## config.mk

```make
export PLATFORM = sky130hd
export DESIGN_NAME = i2c_slave
export DESIGN_NICKNAME = d
export VERILOG_FILES = /design/src/rtl/i2c_pkg.sv /design/src/rtl/i2c_line_sync.sv /design/src/rtl/i2c_slave.sv
export SDC_FILE = /design/constraint.sdc
export NUM_CORES = 1
export LEC_CHECK = 0
export CAP_MARGIN = 5
export CORE_MARGIN = 4
export CORE_UTILIZATION = 53
export CTS_CLUSTER_SIZE = 10
export DETAILED_ROUTE_END_ITERATION = 8
export GPL_TIMING_DRIVEN = 0
export PLACE_DENSITY = 0.82
export SYNTH_ARGS = -nofsm -noshare
export SYNTH_HDL_FRONTEND = slang
export SYNTH_SLANG_ARGS = --single-unit
```

## constraint.sdc

```tcl
create_clock -name core_clk -period 2.8 [get_ports core_clk]
set_input_delay 0.28 -clock core_clk [delete_from_list [all_inputs] [get_ports core_clk]]
set_output_delay 0.28 -clock core_clk [all_outputs]
set_load 0.005 [all_outputs]
```

## src/rtl/i2c_pkg.sv

```systemverilog
// Shared types and constants for the I2C target: FSM encoding, ACK levels, byte width.
package i2c_pkg;

  localparam int   BYTE_W   = 8;
  localparam logic I2C_ACK  = 1'b0;
  localparam logic I2C_NACK = 1'b1;

  typedef enum logic [2:0] {
    IDLE      = 3'd0,
    ADDR      = 3'd1,
    ADDR_ACK  = 3'd2,
    RX_DATA   = 3'd3,
    RX_ACK    = 3'd4,
    TX_DATA   = 3'd5,
    TX_ACK    = 3'd6,
    WAIT_STOP = 3'd7
  } state_t;

endpackage

```

## src/rtl/i2c_line_sync.sv

```systemverilog
// Synchronizes SCL/SDA into core_clk and derives SCL edges plus START/STOP strobes.
module i2c_line_sync #(
  parameter int SYNC_STAGES = 2
) (
  input  logic core_clk,
  input  logic rst,
  input  logic scl_in,
  input  logic sda_in,
  output logic scl_rise,
  output logic scl_fall,
  output logic sda_s,
  output logic start_det,
  output logic stop_det
);

  logic [SYNC_STAGES-1:0] scl_sync;
  logic [SYNC_STAGES-1:0] sda_sync;
  logic                   scl_s;
  logic                   scl_d;
  logic                   sda_d;

  // Idle bus is high, so the chain resets to 1 to avoid spurious edges
  always_ff @(posedge core_clk or posedge rst) begin
    if (rst) begin
      scl_sync <= '1;
      sda_sync <= '1;
      scl_d    <= 1'b1;
      sda_d    <= 1'b1;
    end else begin
      scl_sync <= {scl_sync[SYNC_STAGES-2:0], scl_in};
      sda_sync <= {sda_sync[SYNC_STAGES-2:0], sda_in};
      scl_d    <= scl_s;
      sda_d    <= sda_s;
    end
  end

  assign scl_s     = scl_sync[SYNC_STAGES-1];
  assign sda_s     = sda_sync[SYNC_STAGES-1];
  assign scl_rise  = scl_s & ~scl_d;
  assign scl_fall  = ~scl_s & scl_d;
  assign start_det = scl_s & scl_d & sda_d & ~sda_s;
  assign stop_det  = scl_s & scl_d & ~sda_d & sda_s;

endmodule

```

## src/rtl/i2c_slave.sv

```systemverilog
// Single-address I2C target: push interface for written bytes, valid/ready pull for read bytes.
// Define I2C_SLAVE_CLK_STRETCH_EN to hold SCL low on a read underrun instead of sending 8'hFF.
module i2c_slave
  import i2c_pkg::*;
#(
  parameter logic [6:0] SLAVE_ADDR  = 7'h50,
  parameter int         SYNC_STAGES = 2
) (
  input  logic              core_clk,
  input  logic              rst,
  input  logic              enable,
  input  logic              scl_in,
  input  logic              sda_in,
  output logic              sda_oe,
  output logic              scl_oe,
  output logic [BYTE_W-1:0] rx_data,
  output logic              rx_valid,
  input  logic [BYTE_W-1:0] tx_data,
  input  logic              tx_valid,
  output logic              tx_ready,
  output logic              busy
);

  logic scl_rise, scl_fall, sda_s, start_det, stop_det;

  i2c_line_sync #(.SYNC_STAGES(SYNC_STAGES)) u_sync (
    .core_clk  (core_clk),
    .rst       (rst),
    .scl_in    (scl_in),
    .sda_in    (sda_in),
    .scl_rise  (scl_rise),
    .scl_fall  (scl_fall),
    .sda_s     (sda_s),
    .start_det (start_det),
    .stop_det  (stop_det)
  );

  state_t              state, state_n;
  logic [2:0]          bit_cnt, bit_cnt_n;
  logic [6:0]          shreg, shreg_n;
  logic [BYTE_W-1:0]   tx_byte, tx_byte_n, rx_data_n;
  logic                rw, rw_n, phase, phase_n, busy_n;
  logic                sda_oe_n, rx_valid_n, tx_ready_n, do_load;
`ifdef I2C_SLAVE_CLK_STRETCH_EN
  logic                stretch, stretch_n, scl_rel, scl_rel_n, scl_oe_n;
`else
  assign scl_oe = 1'b0;
`endif

  always_ff @(posedge core_clk or posedge rst) begin
    if (rst) state <= IDLE;
    else     state <= state_n;
  end

  always_comb begin
    state_n = state;
    if (!enable || stop_det) state_n = IDLE;
    else if (start_det)      state_n = ADDR;
    else begin
      case (state)
        ADDR:     if (scl_rise && bit_cnt == 3'd0)
                    state_n = (shreg == SLAVE_ADDR) ? ADDR_ACK : WAIT_STOP;
        ADDR_ACK: if (scl_fall && phase) state_n = rw ? TX_DATA : RX_DATA;
        RX_DATA:  if (scl_rise && bit_cnt == 3'd0) state_n = RX_ACK;
        RX_ACK:   if (scl_fall && phase) state_n = RX_DATA;
        TX_DATA:  if (scl_rise && bit_cnt == 3'd0) state_n = TX_ACK;
        TX_ACK:   if (scl_rise && sda_s == I2C_NACK) state_n = WAIT_STOP;
                  else if (scl_fall && phase)         state_n = TX_DATA;
        default:  ;
      endcase
    end
  end

  always_comb begin
    bit_cnt_n  = bit_cnt;
    shreg_n    = shreg;
    tx_byte_n  = tx_byte;
    rx_data_n  = rx_data;
    rw_n       = rw;
    phase_n    = phase;
    busy_n     = busy;
    sda_oe_n   = sda_oe;
    rx_valid_n = 1'b0;
    tx_ready_n = 1'b0;
    do_load    = 1'b0;
`ifdef I2C_SLAVE_CLK_STRETCH_EN
    stretch_n  = stretch;
    scl_rel_n  = 1'b0;
    scl_oe_n   = scl_rel ? 1'b0 : scl_oe;
`endif
    // A completed write byte is delivered even if START/STOP lands on the same cycle
    if (enable && state == RX_DATA && scl_rise && bit_cnt == 3'd0) begin
      rx_data_n  = {shreg, sda_s};
      rx_valid_n = 1'b1;
    end
    if (!enable || stop_det || start_det) begin
      sda_oe_n  = 1'b0;
      bit_cnt_n = 3'd7;
      phase_n   = 1'b0;
      if (!enable || stop_det) busy_n = 1'b0;
`ifdef I2C_SLAVE_CLK_STRETCH_EN
      stretch_n = 1'b0;
      scl_oe_n  = 1'b0;
`endif
    end else begin
      case (state)
        ADDR, RX_DATA: if (scl_rise) begin
          shreg_n = {shreg[5:0], sda_s};
          if (bit_cnt == 3'd0) begin
            bit_cnt_n = 3'd7;
            phase_n   = 1'b0;
            if (state == ADDR && shreg == SLAVE_ADDR) begin
              busy_n = 1'b1;
              rw_n   = sda_s;
            end
          end else begin
            bit_cnt_n = bit_cnt - 3'd1;
          end
        end
        ADDR_ACK, RX_ACK: if (scl_fall) begin
          if (!phase) begin
            sda_oe_n = 1'b1;
            phase_n  = 1'b1;
          end else begin
            sda_oe_n = 1'b0;
            phase_n  = 1'b0;
            do_load  = (state == ADDR_ACK) && rw;
          end
        end
        TX_DATA: begin
`ifdef I2C_SLAVE_CLK_STRETCH_EN
          if (stretch) begin
            if (tx_valid) begin
              tx_byte_n  = tx_data;
              tx_ready_n = 1'b1;
              sda_oe_n   = ~tx_data[BYTE_W-1];
              stretch_n  = 1'b0;
              scl_rel_n  = 1'b1;
            end
          end else
`endif
          if (scl_rise) begin
            if (bit_cnt == 3'd0) begin
              bit_cnt_n = 3'd7;
              phase_n   = 1'b0;
            end else begin
              bit_cnt_n = bit_cnt - 3'd1;
            end
          end else if (scl_fall) begin
            sda_oe_n = ~tx_byte[bit_cnt];
          end
        end
        TX_ACK: if (scl_rise) begin
          phase_n = 1'b1;
        end else if (scl_fall) begin
          if (!phase) sda_oe_n = 1'b0;
          else begin
            phase_n = 1'b0;
            do_load = 1'b1;
          end
        end
        default: ;
      endcase
    end
    // Load point: the SCL fall that ends an ACK bit also drives the first data bit
    if (do_load) begin
      bit_cnt_n = 3'd7;
      if (tx_valid) begin
        tx_byte_n  = tx_data;
        tx_ready_n = 1'b1;
        sda_oe_n   = ~tx_data[BYTE_W-1];
      end else begin
`ifdef I2C_SLAVE_CLK_STRETCH_EN
        stretch_n = 1'b1;
        scl_oe_n  = 1'b1;
        sda_oe_n  = 1'b0;
`else
        tx_byte_n = 8'hFF;
        sda_oe_n  = 1'b0;
`endif
      end
    end
  end

  always_ff @(posedge core_clk or posedge rst) begin
    if (rst) begin
      bit_cnt  <= 3'd7;
      rw       <= 1'b0;
      phase    <= 1'b0;
      busy     <= 1'b0;
      sda_oe   <= 1'b0;
      rx_data  <= 8'h00;
      rx_valid <= 1'b0;
      tx_ready <= 1'b0;
`ifdef I2C_SLAVE_CLK_STRETCH_EN
      stretch  <= 1'b0;
      scl_rel  <= 1'b0;
      scl_oe   <= 1'b0;
`endif
    end else begin
      bit_cnt  <= bit_cnt_n;
      rw       <= rw_n;
      phase    <= phase_n;
      busy     <= busy_n;
      sda_oe   <= sda_oe_n;
      rx_data  <= rx_data_n;
      rx_valid <= rx_valid_n;
      tx_ready <= tx_ready_n;
`ifdef I2C_SLAVE_CLK_STRETCH_EN
      stretch  <= stretch_n;
      scl_rel  <= scl_rel_n;
      scl_oe   <= scl_oe_n;
`endif
    end
  end

  always_ff @(posedge core_clk) begin
    shreg   <= shreg_n;
    tx_byte <= tx_byte_n;
  end

endmodule

```

* After elaboration in Yosys (flattened, before gate mapping) *
Cells that the tools add are included.

word-level totals
  flip-flop bits (word level) = 41
  latch bits = 0
  RAM bits = 0
  bits in read-only memories = 0
  input port bits = 14
  output and inout port bits = 13
  word-level logic and storage cells = 138
  memories kept = 0

cells by class
  $add $sub $neg = 1
  $mul = 0
  div/mod/pow operators = 0
  $lt $le $gt $ge = 1
  eq/ne operators = 24
  shifts and indexed selects = 0
  mux-type cells = 52
  bitwise operators = 14
  reduce and logical (&&, ||, !) cells = 31

operator list
  cell                  count
  $mux W3               16
  $ne A4 B4 Y1 const B  11
  $mux W1               31
  $pmux W3 S6           1
  $reduce_and A5 Y1     3
  $reduce_and A7 Y1     2
  $eq A3 B3 Y1 const B  3
  $logic_and A1 B1 Y1   8
  $reduce_bool A2 Y1    4
  $reduce_bool A8 Y1    1
  $and A1 B1 Y1         7
  $eq A7 B7 Y1 const B  1
  $not A1 Y1            7
  $eq A3 B2 Y1 const B  2
  $ne A3 B1 Y1 const B  2
  $pmux W1 S3           2
  $reduce_bool A3 Y1    2
  $ne A5 B5 Y1 const B  1
  $reduce_bool A5 Y1    1
  $lt A3 B4 Y1 const B  1
  $ne A4 B3 Y1 const B  1
  $reduce_bool A4 Y1    1
  $reduce_or A2 Y1      2
  $bmux W1 S3           1
  11 further kinds      12

* Longest topological paths before layout *
Gate-level depths: netlist of the first run.

  word-level depth = 8
  mapped depth = 8
  depth with buffers taken out = 7

* By module *
Synthesis of the first run repeated with hierarchy kept, for this count alone.

second synthesis, totals
  cells, all modules = 165
  area total of the unflattened synthesis = 2020.7 um^2

by module, submodules not included
  module         times used  cells each  area each (um^2)  seq. area each (um^2)
  i2c_slave      1           154         1826.8            954.7
  i2c_line_sync  1           11          193.9             157.7

* Worst setup path before layout of the first run *
No wires, ideal clock.

  kind = register to register
  start = register u_sync.scl_sync[1]
  end = register rw
  setup time = 0.125 ns
  data arrival time = 2.001 ns
  required time = 2.675 ns
  path slack = 0.674 ns
  cell stages (with the launch flop) = 7
  path buffers = 1
  period minus slack after synthesis = 2.126 ns
  path through = dfstp_2 > ha_1 > buf_4 > nand2_2 > or3_4 > or4_4 > mux2_4

on the way
  word-level cells in the longest chain between the ends = 7
  elaborated cells on any way between the ends = 10
  those cells by class = bitwise: 7; reduce/logical: 3

RTL lines
  what                                  RTL line                                  RTL
  start, declared                       i2c_line_sync.sv:16                       logic [SYNC_STAGES-1:0] scl_sync;
  start signal, assigned                i2c_line_sync.sv:30                       scl_sync <= {scl_sync[SYNC_STAGES-2:0], scl_in};
  $and A1 B1 Y1                         i2c_line_sync.sv:41, i2c_line_sync.sv:42
  $and A1 B1 Y1 (2 in series)           i2c_line_sync.sv:42                       assign stop_det = scl_s & scl_d & ~sda_d & sda_s;
  $logic_or A1 B1 Y1 (2 in series)      i2c_slave.sv:96                           if (!enable || stop_det || start_det) begin
  $not A1 Y1 (no source line)           n/a
  $reduce_and A5 Y1 (no source line) *  n/a
  end signal, assigned                  i2c_slave.sv:202                          rw <= rw_n;
  end, declared                         i2c_slave.sv:42                           logic rw, rw_n, phase, phase_n, busy_n;

Every way passes the cells marked *; elsewhere a longest branch is shown, timed or not.
A chain may end at the register's enable or synchronous reset.

* Worst setup path in the final report of the first run *
Ends and elaborated chain as after synthesis.

==> results of run 1 <==
-- cell usage after synthesis (3+ instances only) --
cell type / count / area share (%)
nand3_1: 3 / 0.79
nor2_1: 12 / 2.4
inv_1: 11 / 2.2
a32oi_1: 3 / 1.4
clkbuf_1: 3 / 0.59
edfxtp_1: 15 / 24
nand2b_1: 9 / 2.9
a21oi_1: 5 / 1.3
ha_1: 5 / 3.3
o22ai_1: 3 / 0.98
dfstp_2: 9 / 12
dfrtp_1: 17 / 22
o21ai_0: 7 / 1.8
mux2_2: 10 / 5.9
nor3_1: 3 / 0.79
nand2_1: 9 / 1.8
-- cell type report --
| cell class | count | area (um2) |
|---|---|---|
| well taps | 46 | 57.6 |
| repair buffers | 25 | 250 |
| clock buffers | 5 | 37.5 |
| clock inverters | 3 | 68.8 |
| multi-input cells | 101 | 729 |
| flip-flops and latches | 41 | 1110 |
| plain buffers | 5 | 26.3 |
| fillers | 260 | 1090 |
| inverters | 11 | 41.3 |
-- power by group through the flow --
stage	Combinational, mW	Sequential [mW]	Clock, mW
2_1_floorplan	0.0476	0.658	0
3_3_place_gp	0.0780	0.660	0
3_5_place_dp	0.0820	0.661	0
4_1_cts	0.0823	0.649	0.495
5_1_grt	0.0920	0.651	0.524
6_report	0.0822	0.649	0.485
-- per-layer routing --
| metal | vias to the layer above | wire [um] | track usage, % |
|---|---|---|---|
| met5 | - | 0 | 0 |
| met2 | 42 | 1860 | 29.4 |
| met1 | 669 | 1560 | 23.9 |
| li1 | 622 | - | - |
| met4 | 0 | 63 | 5.46 |
| met3 | 8 | 211 | 6.57 |
-- per-stage QoR --
stage,power [mW],util (%),hold WS (ns),worst slack [ns]
6_report,1.22,68.0,0.315,0.545
4_1_cts,1.23,68.0,0.303,0.547
3_3_place_gp,0.738,64.9,0.346,0.627
5_1_grt,1.27,68.0,0.302,0.489
2_1_floorplan,0.705,-,0.284,0.674
3_5_place_dp,0.743,64.9,0.349,0.569
-- logic make-up after synthesis --
family                   synth area share (%)
multiplexers                             10.1
XOR/XNOR                                0.459
other                                   0.196
flip-flops                               58.3
AND/OR/NAND/NOR                          15.2
AO/OA/AOI/OAI                            8.98
buffers and inverters                    3.54
adder cells (fa/ha/maj)                  3.28
-- worst max path at each step --
| stage | from | end | slack, ns | cells past startpoint |
|---|---|---|---|---|
| 4_1_cts | u_sync.scl_sync[1]$_DFF_PP1_ | rw$_DFFE_PP0P_ | 0.55 | 6 |
| 5_1_grt | u_sync.scl_sync[1]$_DFF_PP1_ | rw$_DFFE_PP0P_ | 0.49 | 6 |
| 3_3_place_gp | u_sync.scl_sync[1]$_DFF_PP1_ | rw$_DFFE_PP0P_ | 0.63 | 6 |
| 3_5_place_dp | u_sync.scl_sync[1]$_DFF_PP1_ | rw$_DFFE_PP0P_ | 0.57 | 6 |
| 6_report | u_sync.scl_sync[1]$_DFF_PP1_ | rw$_DFFE_PP0P_ | 0.55 | 6 |
| 2_1_floorplan | u_sync.scl_sync[1]$_DFF_PP1_ | rw$_DFFE_PP0P_ | 0.67 | 6 |
-- flip-flops by register name (all words and copies together) (netlist names) --
register,flops
u_sync.scl_d,1
shreg,7
u_sync.scl_sync,2
u_sync.sda_d,1
state,3
phase,1
rw,1
tx_ready,1
busy,1
bit_cnt,3
sda_oe,1
rx_valid,1
u_sync.sda_sync,2
rx_data,8
tx_byte,8
-- critical path: cells and delay by family, from the launching register on --
| kind | cells | cell delay (ns) |
|---|---|---|
| adders and majority gates | 1 | 0.15 |
| buffers and inverters | 1 | 0.15 |
| DFF | 1 | 0.58 |
| muxes | 1 | 0.31 |
| and+or+nand+nor | 3 | 0.97 |
==> flow_metrics.tcl, run 1 <==
set metrics [dict create \
    layout_commonest_cell "clkdlybuf4s50_1" \
    dr.pass1.iters 4 \
    r2r_end "rw$_DFFE_PP0P_" \
    vias 1341 \
    clock-sinks 41 \
    fin_tns_setup_ns 0 \
    antennaDiodeCount 0 \
    syn_area_mm2 0.00191 \
    synth-edff-count 15 \
    ys_dominant_reg_cell "dfrtp_1" \
    outcome "finished clean" \
    cts_buffers 5 \
    ioPinCount 27 \
    num_rows 21 \
    power_density_mw_per_mm2 524 \
    nets 209 \
    grt_setup_unrepaired "no" \
    fin_worst_skew_ns 0.00677 \
    syn_nets 177 \
    hp-start "sda_in" \
    regToRegSetupSlack_ns 0.55 \
    dpl.cell_count 229 \
    vdd_drop_max_v 0.000464 \
    ctsRootBufferMaster "clkbuf_4" \
    clockBufferDepth 2 \
    grt_overflow_total 0 \
    drive_above_1_share_pct 20.4 \
    crit_path_end_kind "flip-flop" \
    path_max_fanout 8 \
    avgSynthCellArea_um2 12.1 \
    slew_headroom_pct 35.1 \
    tightestPinTransition_ns 0.972 \
    die_w_um 68.0 \
    min_to "u_sync.sda_sync[0]$_DFF_PP1_" \
    initial_core_util_pct 55.9 \
    dp_hpwl_um 2590 \
    setup_viol 0 \
    hold_viol 0 \
    design_area_mm2 0.00232 \
    synth_cell_type_count 43 \
    wirelength_um 3690 \
    reg2reg_from "u_sync.scl_sync[1]$_DFF_PP1_" \
    worstPathArrival_ns 2.51 \
    area_growth_pct 21.7 \
    fin_cells 237 \
    fmax_mhz 444 \
    place_area_mm2 0.00222 \
    path_clk_slew_ns 0.13 \
    drc_errors 0 \
    yosysWarningCount 0 \
    clkPwrFrac_pct 39.9 \
    p_leak_nw 0.947 \
    htreeDepth 2 \
    ys_ff_latch 41 \
    dieArea_mm2 0.00463 \
    place_congestion 0.863 \
    die_y_um 68.0 \
    slowest_stage "dfstp_2" \
    path_class "flip-flop to flip-flop" \
    cts_tree "done" \
    grt_pass1_vias 1316 \
    grt_max_degree 27 \
    postSynthCellCount 158 \
    drt_iter0_drc 96 \
    mostFrequentLayoutCells "clkdlybuf4s50_1 (25), dfrtp_1 (17), edfxtp_1 (15), nor2_1 (12), inv_1 (11)" \
    p_seq_share_pct 53.4 \
    coreArea_mm2 0.00342 \
    grt_pass1_wl_um 6260 \
    postSynth.asyncResetShare_pct 63.4 \
    ant_nets 0 \
    antenna_found_initial 0 \
    slew_viol_final 0 \
    grt_usage_pct 18.5 \
    p_sw_uw 257 \
    cts_post_setup_buffers_inserted 0 \
    wl_per_cell_um 15.6 \
    viasPerCell 5.66 \
    p_int_uw 960 \
    reg2reg_depth 6 \
    post_cts_resize_count 0 \
    max_stage_delay_ns 0.58 \
    switching_share_pct 21.1 \
    holdBufCountCts 0 \
    crit_required_ns 3.06 \
    post-route-min-period_ns 2.25 \
    timing.final.crit_share_pct 80.5 \
    cap_violations 0 \
    crit_chain "ha_1 -> buf_4 -> nand2_2 -> or3_4 -> or4_4 -> mux2_4" \
    port_buffers 25 \
    insertion_delay_ns 0.35 \
    yosysSeqAreaShare_pct 58.3 \
    whs_path_depth 1 \
    power_frac_comb_pct 6.8 \
    hold_path_class "input pin to flip-flop" \
    start_kind "flip-flop" \
]
No activity file was read; power rests on OpenSTA's default activity.
==> run 2, diff against run 1 <==
CORE_UTILIZATION = 48   (was 53)
PLACE_DENSITY = 0.78   (was 0.82)
clock period = 1.83 ns   (was 2.8 ns; I/O delays follow)
==> flow_metrics.tcl, run 2 (same netlist as run 1, synthesis figures left out) <==
set metrics [dict create \
    path_max_fanout 3 \
    slew_headroom_pct 36.9 \
    insertion_delay_ns 0.30 \
    cap_violations 0 \
    nets 217 \
    cts_tree "done" \
    fillCellCount 278 \
    tightestPinTransition_ns 0.946 \
    htreeDepth 2 \
    fmax_mhz 502 \
    grt_usage_pct 16.9 \
    drt_iter0_drc 103 \
    outcome "complete, but fails checks" \
    p_sw_uw 410 \
    timing.final.crit_share_pct 109 \
    crit_path_start "u_sync.scl_sync[1]$_DFF_PP1_" \
    grt_pass1_vias 1390 \
    grt_setup_unrepaired "yes" \
    grt_overflow_total 0 \
    r2r_end "rw$_DFFE_PP0P_" \
    seqCellArea_mm2 0.00111 \
    ant_nets 0 \
    vdd_drop_max_v 0.000440 \
    dp_hpwl_um 2670 \
    worstPathArrival_ns 2.19 \
    wirelength_um 3910 \
    setup_viol 13 \
    cts_buffers 5 \
    grt_pass1_wl_um 6620 \
    reg2reg_depth 5 \
    clkPwrFrac_pct 35.1 \
    reg_top3 "rx_data x8, tx_byte x8, shreg x7" \
    slew_viol_final 0 \
    viasPerCell 5.45 \
    multi_input_area_um2 882 \
    crit_path_end "rw$_DFFE_PP0P_" \
    power_density_mw_per_mm2 698 \
    crit_required_ns 2.02 \
    p_leak_nw 1.02 \
    violations "setup timing" \
    reg2reg_from "u_sync.scl_sync[1]$_DFF_PP1_" \
    die_y_um 71.1 \
    power_frac_comb_pct 8.6 \
    crit_path_end_kind "flip-flop" \
    coreArea_mm2 0.00374 \
    fin_cells 247 \
    place_area_mm2 0.00224 \
    fin_worst_skew_ns 0.00843 \
    regToRegSetupSlack_ns -0.16 \
    dr.pass1.iters 4 \
    mostFrequentLayoutCells "clkdlybuf4s50_1 (25), dfrtp_1 (17), edfxtp_1 (15), mux2_4 (11), nor2_1 (11)" \
    dpl.cell_count 231 \
    die_w_um 71.1 \
    dieArea_mm2 0.00505 \
    num_rows 22 \
    layout_commonest_cell "clkdlybuf4s50_1" \
    initial_core_util_pct 51.0 \
    p_int_mw 1.36 \
    hold_viol 0 \
    drive_above_1_share_pct 31.2 \
    ctsRootBufferMaster "clkbuf_8" \
    holdBufCountCts 0 \
    setup_ws_ns -0.163 \
    wl_per_cell_um 15.8 \
    switching_share_pct 23.1 \
    clockBufferDepth 2 \
    grt_max_degree 27 \
    start_kind "flip-flop" \
    vias 1346 \
    hold_path_class "input pin to flip-flop" \
    fin_util_pct 67.7 \
    path_class "flip-flop to flip-flop" \
    antennaDiodeCount 0 \
    whs_ns 0.288 \
    antenna_found_initial 0 \
    area_growth_pct 32.8 \
    post-route-min-period_ns 1.99 \
    path_clk_slew_ns 0.08 \
    port_buffers 25 \
    drc_errors 0 \
    clock-sinks 41 \
    ioPinCount 27 \
    place_congestion 0.834 \
    fin_tns_setup_ns -1.21 \
    design_area_mm2 0.00253 \
    p_seq_share_pct 56.3 \
]
run 2: changes by cell type in the layout (fill, tap and decap cells not counted), moves of 3 or more:
cell | previous run | this run
buf_4 | 2 | 6
buf_6 | 0 | 3
clkbuf_4 | 5 | 0
clkbuf_8 | 0 | 6
mux2_2 | 10 | 0
mux2_4 | 1 | 11
nor2_4 | 0 | 3
run 2: worst max-delay path: stages, from the launching register on:
cell and delay [ns]:
dfstp_2 0.57, ha_4 0.16, nand2_4 0.05, or3_4 0.38, or4_4 0.43, mux2_4 0.30
run 2: area by class of cell:
class | instances | share of cell area (%)
Buffer | 4 | 0.839
Clock buffer | 6 | 3.26
Clock inverter | 2 | 0.543
Inverter | 11 | 1.63
Multi-Input combinational cell | 102 | 34.8
Sequential cell | 41 | 43.9
Tap cell | 48 | 2.37
Timing Repair Buffer | 33 | 12.7
run 2: what timing repair did:
| action | CTS | global route |
|---|---|---|
| endpoints found under the setup margin | 29 | 30 |
| pin swaps | 7 | 5 |
| cloned | 1 | 0 |
| gates resized for setup | 22 | 14 |
| buffers inserted | 6 | 2 |
run 2: per-layer routing:
layer	routed length, um	global-route usage [%]
met2	1940	27.2
met4	135	8.77
met5	0	0
met1	1640	20.3
met3	201	5.54
run 2: stage by stage:
stage          worst slack (ns)  power (mW)
2_1_floorplan            -0.179        1.08
3_3_place_gp             -0.279        1.13
3_5_place_dp             -0.362        1.14
4_1_cts                  -0.158        1.77
5_1_grt                  -0.208        1.86
6_report                 -0.163        1.77
run 2: how the worst min path moves through the flow:
stage | from | to | cells past startpoint
2_1_floorplan | scl_in | u_sync.scl_sync[0]$_DFF_PP1_ | 0
3_3_place_gp | u_sync.sda_sync[0]$_DFF_PP1_ | u_sync.sda_sync[1]$_DFF_PP1_ | 0
3_5_place_dp | u_sync.sda_sync[0]$_DFF_PP1_ | u_sync.sda_sync[1]$_DFF_PP1_ | 0
4_1_cts | sda_in | u_sync.sda_sync[0]$_DFF_PP1_ | 1
5_1_grt | sda_in | u_sync.sda_sync[0]$_DFF_PP1_ | 1
6_report | sda_in | u_sync.sda_sync[0]$_DFF_PP1_ | 1
run 2: power groups by stage:
stage / Clock, mW / Sequential (mW) / Combinational (mW)
2_1_floorplan: 0 / 1.01 / 0.0757
3_3_place_gp: 0 / 1.01 / 0.122
3_5_place_dp: 0 / 1.01 / 0.128
4_1_cts: 0.637 / 0.996 / 0.140
5_1_grt: 0.689 / 0.999 / 0.167
6_report: 0.621 / 0.996 / 0.152
